===== src/rtl/dmem_pkg.sv =====
`default_nettype none
// ============================================================================
// Module      : dmem_pkg
// Description : Shared types and constants for the data-memory arbiter and
//               engine-side blocks. Bank codes match address bits [18:16]
//               as decoded by the memory manager.
// Revision    : 1.0 - initial release
// ============================================================================
package dmem_pkg;

    // Bank select codes, address[18:16]
    localparam logic [2:0] BANK_GENERAL = 3'b000;
    localparam logic [2:0] BANK_IN0     = 3'b001;
    localparam logic [2:0] BANK_IN1     = 3'b010;
    localparam logic [2:0] BANK_IN2     = 3'b011;
    localparam logic [2:0] BANK_OUT0    = 3'b100;
    localparam logic [2:0] BANK_OUT1    = 3'b101;
    localparam logic [2:0] BANK_OUT2    = 3'b110;
    localparam logic [2:0] BANK_IO      = 3'b111;

    // Position of the bank field inside a byte address
    localparam int unsigned BANK_LSB = 16;

    typedef enum logic [0:0] {
        PRIO_CPU = 1'b0,
        PRIO_ENG = 1'b1
    } prio_state_t;

    typedef enum logic [0:0] {
        M_CPU = 1'b0,
        M_ENG = 1'b1
    } master_t;

    // The engine may only touch the image banks (IN*/OUT*).
    function automatic logic eng_bank_illegal(input logic [2:0] bank);
        return (bank == BANK_GENERAL) || (bank == BANK_IO);
    endfunction

endpackage
`default_nettype wire


===== src/rtl/dmem_arbiter_if.sv =====
`default_nettype none
// ============================================================================
// Module      : dmem_arbiter_if
// Description : Bundle of the two requester ports (CPU, engine), the shared
//               memory-manager port and the error flag of dmem_arbiter.
//   slave  : arbiter view (requests/mem_rdata/err_clr in; grants/read
//            returns/memory port/err out)
//   master : environment view (the reverse)
// Revision    : 1.0 - initial release
// ============================================================================
interface dmem_arbiter_if #(
    parameter int AW = 32,
    parameter int DW = 32
);
    // CPU load/store unit (master 0)
    logic          cpu_req_i;
    logic [AW-1:0] cpu_addr_i;
    logic [DW-1:0] cpu_wdata_i;
    logic          cpu_wren_i;
    logic          cpu_gnt_o;
    logic          cpu_rvalid_o;
    logic [DW-1:0] cpu_rdata_o;
    // Image-processing engine (master 1)
    logic          eng_req_i;
    logic [AW-1:0] eng_addr_i;
    logic [DW-1:0] eng_wdata_i;
    logic          eng_wren_i;
    logic          eng_gnt_o;
    logic          eng_rvalid_o;
    logic [DW-1:0] eng_rdata_o;
    // Memory-manager port
    logic [AW-1:0] mem_addr_o;
    logic [DW-1:0] mem_wdata_o;
    logic          mem_wren_o;
    logic [DW-1:0] mem_rdata_i;
    // Engine bank-violation flag
    logic          err_o;
    logic          err_clr_i;

    modport slave (
        input  cpu_req_i, cpu_addr_i, cpu_wdata_i, cpu_wren_i,
        input  eng_req_i, eng_addr_i, eng_wdata_i, eng_wren_i,
        input  mem_rdata_i, err_clr_i,
        output cpu_gnt_o, cpu_rvalid_o, cpu_rdata_o,
        output eng_gnt_o, eng_rvalid_o, eng_rdata_o,
        output mem_addr_o, mem_wdata_o, mem_wren_o, err_o
    );

    modport master (
        output cpu_req_i, cpu_addr_i, cpu_wdata_i, cpu_wren_i,
        output eng_req_i, eng_addr_i, eng_wdata_i, eng_wren_i,
        output mem_rdata_i, err_clr_i,
        input  cpu_gnt_o, cpu_rvalid_o, cpu_rdata_o,
        input  eng_gnt_o, eng_rvalid_o, eng_rdata_o,
        input  mem_addr_o, mem_wdata_o, mem_wren_o, err_o
    );
endinterface
`default_nettype wire


===== src/rtl/dmem_bank_check.sv =====
`default_nettype none
// ============================================================================
// Module      : dmem_bank_check
// Description : Combinational legality check for engine-side accesses.
//               Flags the GENERAL and IO banks, which the engine must not use.
//   bank_i    : address[18:16] of the engine access
//   illegal_o : 1 when the bank is off-limits to the engine
// Revision    : 1.0 - initial release
// ============================================================================
module dmem_bank_check
    import dmem_pkg::*;
(
    input  logic [2:0] bank_i,
    output logic       illegal_o
);
    assign illegal_o = eng_bank_illegal(bank_i);
endmodule
`default_nettype wire


===== src/rtl/dmem_arbiter.sv =====
`default_nettype none
// ============================================================================
// Module      : dmem_arbiter
// Description : Two-master arbiter in front of the data-memory manager.
//               CPU has priority; a starvation counter forces an engine win
//               after STARVE_LIMIT denied engine cycles. Read data (1-cycle
//               latency) is routed back to the issuing master. Engine
//               accesses to GENERAL/IO banks are granted but neutralised and
//               raise a sticky error.
//   CLK   : system clock, rising edge
//   RST_n : asynchronous active-low reset
//   bus   : dmem_arbiter_if.slave - requester ports, memory port, err flag
// Revision    : 1.0 - initial release
// ============================================================================
module dmem_arbiter
    import dmem_pkg::*;
#(
    parameter int AW           = 32,
    parameter int DW           = 32,
    parameter int STARVE_LIMIT = 4
) (
    input  logic               CLK,
    input  logic               RST_n,
    dmem_arbiter_if.slave      bus
);

    localparam int unsigned    c_cnt_w = $clog2(STARVE_LIMIT + 1);
    localparam logic [c_cnt_w-1:0] c_limit = c_cnt_w'(STARVE_LIMIT);

    prio_state_t        state_q, state_d;
    logic [c_cnt_w-1:0] wait_cnt_q, wait_cnt_d;
    logic               owner_valid_q, owner_valid_d;
    master_t            owner_master_q, owner_master_d;
    logic               owner_blocked_q, owner_blocked_d;
    logic               err_q, err_d;

    logic               w_cpu_gnt;
    logic               w_eng_gnt;
    logic               w_eng_illegal;
    logic [c_cnt_w-1:0] w_wait_inc;
    logic [AW-1:0]      w_mem_addr;
    logic [DW-1:0]      w_mem_wdata;
    logic               w_mem_wren;
    logic               w_cpu_rvalid;
    logic               w_eng_rvalid;

    dmem_bank_check u_bank_check (
        .bank_i    (bus.eng_addr_i[BANK_LSB+2:BANK_LSB]),
        .illegal_o (w_eng_illegal)
    );

    // ------------------------------------------------------------------
    // Grant decision. Gated by RST_n so no grant (and hence no memory
    // write) can leak out while reset is asserted.
    // ------------------------------------------------------------------
    always_comb begin
        w_cpu_gnt = 1'b0;
        w_eng_gnt = 1'b0;
        if (RST_n) begin
            if (state_q == PRIO_ENG) begin
                if (bus.eng_req_i)      w_eng_gnt = 1'b1;
                else if (bus.cpu_req_i) w_cpu_gnt = 1'b1;
            end else begin
                if (bus.cpu_req_i)      w_cpu_gnt = 1'b1;
                else if (bus.eng_req_i) w_eng_gnt = 1'b1;
            end
        end
    end

    // ------------------------------------------------------------------
    // Priority state / starvation counter. An engine grant always resets
    // the counter and hands priority back to the CPU.
    // ------------------------------------------------------------------
    assign w_wait_inc = (wait_cnt_q == c_limit) ? wait_cnt_q
                                                : wait_cnt_q + c_cnt_w'(1);

    always_comb begin
        state_d    = state_q;
        wait_cnt_d = wait_cnt_q;
        if (w_eng_gnt) begin
            state_d    = PRIO_CPU;
            wait_cnt_d = '0;
        end else if (bus.eng_req_i) begin
            wait_cnt_d = w_wait_inc;
            if ((state_q == PRIO_CPU) && (w_wait_inc == c_limit)) begin
                state_d = PRIO_ENG;
            end
        end
    end

    // ------------------------------------------------------------------
    // Memory port mux. With no grant the CPU inputs are presented but the
    // write enable stays low. Illegal engine writes are suppressed.
    // ------------------------------------------------------------------
    always_comb begin
        w_mem_addr  = bus.cpu_addr_i;
        w_mem_wdata = bus.cpu_wdata_i;
        w_mem_wren  = 1'b0;
        if (w_eng_gnt) begin
            w_mem_addr  = bus.eng_addr_i;
            w_mem_wdata = bus.eng_wdata_i;
            w_mem_wren  = bus.eng_wren_i & ~w_eng_illegal;
        end else if (w_cpu_gnt) begin
            w_mem_wren  = bus.cpu_wren_i;
        end
    end

    // ------------------------------------------------------------------
    // Read owner tracking and sticky error (set beats clear).
    // ------------------------------------------------------------------
    always_comb begin
        owner_valid_d   = (w_cpu_gnt & ~bus.cpu_wren_i) | (w_eng_gnt & ~bus.eng_wren_i);
        owner_master_d  = w_eng_gnt ? M_ENG : M_CPU;
        owner_blocked_d = w_eng_gnt & w_eng_illegal;
        err_d           = (w_eng_gnt & w_eng_illegal) | (err_q & ~bus.err_clr_i);
    end

    always_ff @(posedge CLK or negedge RST_n) begin
        if (!RST_n) begin
            state_q         <= PRIO_CPU;
            wait_cnt_q      <= '0;
            owner_valid_q   <= 1'b0;
            owner_master_q  <= M_CPU;
            owner_blocked_q <= 1'b0;
            err_q           <= 1'b0;
        end else begin
            state_q         <= state_d;
            wait_cnt_q      <= wait_cnt_d;
            owner_valid_q   <= owner_valid_d;
            owner_master_q  <= owner_master_d;
            owner_blocked_q <= owner_blocked_d;
            err_q           <= err_d;
        end
    end

    // ------------------------------------------------------------------
    // Outputs
    // ------------------------------------------------------------------
    assign w_cpu_rvalid = owner_valid_q && (owner_master_q == M_CPU);
    assign w_eng_rvalid = owner_valid_q && (owner_master_q == M_ENG);

    assign bus.cpu_gnt_o    = w_cpu_gnt;
    assign bus.eng_gnt_o    = w_eng_gnt;
    assign bus.cpu_rvalid_o = w_cpu_rvalid;
    assign bus.eng_rvalid_o = w_eng_rvalid;
    assign bus.cpu_rdata_o  = w_cpu_rvalid ? bus.mem_rdata_i : '0;
    assign bus.eng_rdata_o  = (w_eng_rvalid && !owner_blocked_q) ? bus.mem_rdata_i : '0;
    assign bus.mem_addr_o   = w_mem_addr;
    assign bus.mem_wdata_o  = w_mem_wdata;
    assign bus.mem_wren_o   = w_mem_wren;
    assign bus.err_o        = err_q;

endmodule
`default_nettype wire


===== src/flat_wrapper.sv =====
// flat-port wrapper written by rule: the top's interface ports become plain ports
module dmem_arbiter_flat import dmem_pkg::*;
#(
    parameter int AW           = 32,
    parameter int DW           = 32,
    parameter int STARVE_LIMIT = 4
)
  (CLK, RST_n, bus_cpu_req_i, bus_cpu_addr_i, bus_cpu_wdata_i, bus_cpu_wren_i, bus_eng_req_i, bus_eng_addr_i, bus_eng_wdata_i, bus_eng_wren_i, bus_mem_rdata_i, bus_err_clr_i, bus_cpu_gnt_o, bus_cpu_rvalid_o, bus_cpu_rdata_o, bus_eng_gnt_o, bus_eng_rvalid_o, bus_eng_rdata_o, bus_mem_addr_o, bus_mem_wdata_o, bus_mem_wren_o, bus_err_o);
  dmem_arbiter_if #(.AW(AW), .DW(DW)) bus_i ();
  input  logic CLK;
  input  logic RST_n;
  input wire logic [$bits(bus_i.cpu_req_i)-1:0] bus_cpu_req_i;
  input wire logic [$bits(bus_i.cpu_addr_i)-1:0] bus_cpu_addr_i;
  input wire logic [$bits(bus_i.cpu_wdata_i)-1:0] bus_cpu_wdata_i;
  input wire logic [$bits(bus_i.cpu_wren_i)-1:0] bus_cpu_wren_i;
  input wire logic [$bits(bus_i.eng_req_i)-1:0] bus_eng_req_i;
  input wire logic [$bits(bus_i.eng_addr_i)-1:0] bus_eng_addr_i;
  input wire logic [$bits(bus_i.eng_wdata_i)-1:0] bus_eng_wdata_i;
  input wire logic [$bits(bus_i.eng_wren_i)-1:0] bus_eng_wren_i;
  input wire logic [$bits(bus_i.mem_rdata_i)-1:0] bus_mem_rdata_i;
  input wire logic [$bits(bus_i.err_clr_i)-1:0] bus_err_clr_i;
  output wire logic [$bits(bus_i.cpu_gnt_o)-1:0] bus_cpu_gnt_o;
  output wire logic [$bits(bus_i.cpu_rvalid_o)-1:0] bus_cpu_rvalid_o;
  output wire logic [$bits(bus_i.cpu_rdata_o)-1:0] bus_cpu_rdata_o;
  output wire logic [$bits(bus_i.eng_gnt_o)-1:0] bus_eng_gnt_o;
  output wire logic [$bits(bus_i.eng_rvalid_o)-1:0] bus_eng_rvalid_o;
  output wire logic [$bits(bus_i.eng_rdata_o)-1:0] bus_eng_rdata_o;
  output wire logic [$bits(bus_i.mem_addr_o)-1:0] bus_mem_addr_o;
  output wire logic [$bits(bus_i.mem_wdata_o)-1:0] bus_mem_wdata_o;
  output wire logic [$bits(bus_i.mem_wren_o)-1:0] bus_mem_wren_o;
  output wire logic [$bits(bus_i.err_o)-1:0] bus_err_o;
  assign bus_i.cpu_req_i = bus_cpu_req_i;
  assign bus_i.cpu_addr_i = bus_cpu_addr_i;
  assign bus_i.cpu_wdata_i = bus_cpu_wdata_i;
  assign bus_i.cpu_wren_i = bus_cpu_wren_i;
  assign bus_i.eng_req_i = bus_eng_req_i;
  assign bus_i.eng_addr_i = bus_eng_addr_i;
  assign bus_i.eng_wdata_i = bus_eng_wdata_i;
  assign bus_i.eng_wren_i = bus_eng_wren_i;
  assign bus_i.mem_rdata_i = bus_mem_rdata_i;
  assign bus_i.err_clr_i = bus_err_clr_i;
  assign bus_cpu_gnt_o = bus_i.cpu_gnt_o;
  assign bus_cpu_rvalid_o = bus_i.cpu_rvalid_o;
  assign bus_cpu_rdata_o = bus_i.cpu_rdata_o;
  assign bus_eng_gnt_o = bus_i.eng_gnt_o;
  assign bus_eng_rvalid_o = bus_i.eng_rvalid_o;
  assign bus_eng_rdata_o = bus_i.eng_rdata_o;
  assign bus_mem_addr_o = bus_i.mem_addr_o;
  assign bus_mem_wdata_o = bus_i.mem_wdata_o;
  assign bus_mem_wren_o = bus_i.mem_wren_o;
  assign bus_err_o = bus_i.err_o;
  dmem_arbiter #(.AW(AW), .DW(DW), .STARVE_LIMIT(STARVE_LIMIT)) u_core (.CLK(CLK), .RST_n(RST_n), .bus(bus_i));
endmodule

===== config.mk =====
export PLATFORM = sky130hd
export DESIGN_NAME = dmem_arbiter_flat
export DESIGN_NICKNAME = d
export VERILOG_FILES = /design/src/rtl/dmem_pkg.sv /design/src/rtl/dmem_arbiter_if.sv /design/src/rtl/dmem_bank_check.sv /design/src/rtl/dmem_arbiter.sv /design/src/flat_wrapper.sv
export SDC_FILE = /design/constraint.sdc
export NUM_CORES = 1
export LEC_CHECK = 0
export ABC_AREA = 1
export CELL_PAD_IN_SITES_DETAIL_PLACEMENT = 1
export CELL_PAD_IN_SITES_GLOBAL_PLACEMENT = 1
export CORE_MARGIN = 4
export CORE_UTILIZATION = 10
export CTS_CLUSTER_DIAMETER = 150
export CTS_CLUSTER_SIZE = 12
export DETAILED_ROUTE_END_ITERATION = 16
export MAX_ROUTING_LAYER = met4
export PLACE_DENSITY_LB_ADDON = 0.1
export SYNTH_ARGS = -nofsm -noshare
export SYNTH_HDL_FRONTEND = slang
export SYNTH_HIERARCHICAL = 1
export SYNTH_SLANG_ARGS = --single-unit
export TNS_END_PERCENT = 20

===== constraint.sdc =====
create_clock -name CLK -period 1.65 [get_ports CLK]
set_clock_uncertainty 0.05 [all_clocks]
set_input_delay 0.2475 -clock CLK [delete_from_list [all_inputs] [get_ports CLK]]
set_output_delay 0.2475 -clock CLK [all_outputs]
set_load 0.005 [all_outputs]

==> impl_metrics.tcl <==
set metrics [dict create \
    power.total_w 0.00289 \
    power.share.clock 0.140 \
    rows 46 \
    clk_latency_ps 230 \
    fillers 2062 \
    p_comb_frac 0.759 \
    final_area_mm2 0.00563 \
    place_inst 881 \
    grt_busiest_layer "met2" \
    status "finished with violations" \
    dp_hpwl_um 12200 \
    register_area_um2 200 \
    core_area_mm2 0.0160 \
    clk_pin_slew_ps 40 \
    end_kind "primary output" \
    hold_viol_final 0 \
    required_ps 1350 \
    worst_slack_ps -240 \
    worstMarginPinSlew_ps 258 \
    ant_nets 0 \
    synthCells 368 \
    synth_nets 537 \
    htree_levels 1 \
    nets 889 \
    switching_power_w 0.00104 \
    gp_congestion 0.778 \
    start_util 0.103 \
    synth_seq_cells 8 \
    grt_util_met1 0.159 \
    clk_path_buf_depth 2 \
    fin_setup_tns_ps -11830 \
    maxCapViolCount 0 \
    drt_iter0_markers 66 \
    max_freq_ghz 0.529 \
    cts_tree "yes" \
    power.share.sequential 0.101 \
    hold_slack_ps 53.8 \
    cts_inserted_buffers 3 \
    p_leak_nw 3.04 \
    clockRootBuffer "clkbuf_16" \
    antenna_found_initial 2 \
    grt_overflow_total 0 \
    p_sw_frac 0.360 \
    dr.pass1.iters 4 \
    die_w_um 136 \
    cts.sinks 8 \
    critPathMaxFanout 7 \
    stdcell_count 936 \
    met2_usage 0.330 \
    final_max_slew_viol_count 0 \
    ys_types 16 \
    slew_headroom 0.828 \
    rsz0062_at_grt "true" \
    final_cell_mix "clkdlybuf4s50_1, nand2_1, buf_2" \
    setup.worst_path.start_class "register" \
    avgSynthCellArea_um2 4.46 \
    route.detailed.drc 0 \
    io_pins 301 \
    crit_type "reg -> out" \
    grt_pass1_wl_um 22500 \
    cp_data_arrival_time_ps 1590 \
    grt_start_max_net_pins 33 \
    seq_area_frac_synth 0.122 \
    ir_worst_vdd_mv 0.304 \
    p_int_w 0.00185 \
    final_common_cell "clkdlybuf4s50_1" \
    wl_um 16000 \
    vias_per_cell 3.83 \
    holdBufCountCts 0 \
    port_buffers 300 \
    grt_pass1_vias 3960 \
    syn2layout_area_growth_pct 243 \
    die_y_um 136 \
    yosysWarnings 6 \
    violations "negative setup slack" \
    syn_area_mm2 0.00164 \
    powerDensity_mw_per_mm2 514 \
    use_met3 0.0463 \
    wl_per_cell_um 17.1 \
    postPlaceCellArea_mm2 0.00499 \
    finalCritPeriodShare 1.15 \
    post-route-min-period_ps 1890 \
    multi_input_area_mm2 0.00149 \
    hold_path_class "in -> async" \
    track_usage 0.165 \
    drive_gt1_frac 0.436 \
    finalSetupViolations 99 \
    num_vias 3586 \
    dieArea_mm2 0.0185 \
]
-- cell families (layout without fill, tap and decap cells) --
kind of cell / after synthesis / in the layout / synth area share
compound gates: 7 / 7 / 0.0229
flops: 8 / 8 / 0.122
other cells: 0 / 2 / 0
fa+ha+maj: 2 / 2 / 0.0153
buf+inv: 68 / 418 / 0.182
simple gates: 283 / 283 / 0.658
-- critical path, stage by stage, from the launching register on --
cell and delay (ps):
dfrtp_1 390, inv_2 80, nand2_2 60, nand3_4 130, inv_8 50, buf_12 120, buf_12 140, buf_8 140
nand2_2 50, nand2_1 50, buf_2 130
-- path summary, 6_finish.rpt --
check / start / end / slack [ps] / depth (start not counted)
max reg2reg: u_core/state_q / u_core/state_q / -180 / 13
min: RST_n / u_core/owner_valid_q / 50 / 2
min in group CLK: u_core/bus.err_o / u_core/bus.err_o / 490 / 2
max in group asynchronous: RST_n / u_core/bus.err_o / 1380 / 2
max: u_core/state_q / bus_mem_addr_o[18] / -240 / 10
min reg2reg: u_core/bus.err_o / u_core/bus.err_o / 490 / 2
-- Yosys cell counts, drive strengths merged --
library cell / n / area share
buf: 12 / 0.053
ha: 2 / 0.015
o21ai: 3 / 0.0092
dfrtp: 8 / 0.12
a21oi: 2 / 0.0061
nor2: 68 / 0.16
or2: 1 / 0.0038
inv: 47 / 0.11
nand2: 206 / 0.47
clkbuf: 9 / 0.021
nand3: 8 / 0.027
o22ai: 2 / 0.0076
-- what timing repair did --
item                       4_1_cts  5_1_grt
buffers inserted                40        4
setup endpoints to repair      132      132
gates resized for setup        557      129
pin swaps                       22       10
cloned                           7        0
-- power by group through the flow --
stage / clock, W / sequential, W / combinational, W
6_report: 0.000405 / 0.000291 / 0.00220
2_1_floorplan: 0 / 0.000280 / 0.000545
5_1_grt: 0.000417 / 0.000300 / 0.00238
4_1_cts: 0.000405 / 0.000289 / 0.00213
3_3_place_gp: 0 / 0.000287 / 0.00166
3_5_place_dp: 0 / 0.000289 / 0.00169
-- flip-flops by register name, indices dropped and copies added, names as in the netlist --
| name | flops |
|---|---|
| u_core/owner_master_q | 1 |
| u_core/wait_cnt_q | 3 |
| u_core/state_q | 1 |
| u_core/bus.err_o | 1 |
| u_core/owner_valid_q | 1 |
| u_core/owner_blocked_q | 1 |
-- routing by layer --
layer	share of wire	wire, um	vias to the layer above
met4	0.0096	154	0
met3	0.091	1460	10
li1	-	-	1772
met1	0.34	5460	1619
met5	0	0	-
met2	0.56	8940	185
-- stage by stage --
step	setup slack (ps)	util
5_1_grt	-300	0.352
3_3_place_gp	-590	0.312
4_1_cts	-268	0.347
6_report	-240	0.352
2_1_floorplan	321	-
3_5_place_dp	-619	0.312
-- final cells by class --
type,instances,share of cell area
multi-input cells,292,0.264
inverters,47,0.0327
clock buffers,3,0.0133
flip-flops and latches,8,0.0356
diodes,2,0.000889
repair buffers,368,0.606
well taps,216,0.0480
Power figures use the tool's default switching activity.
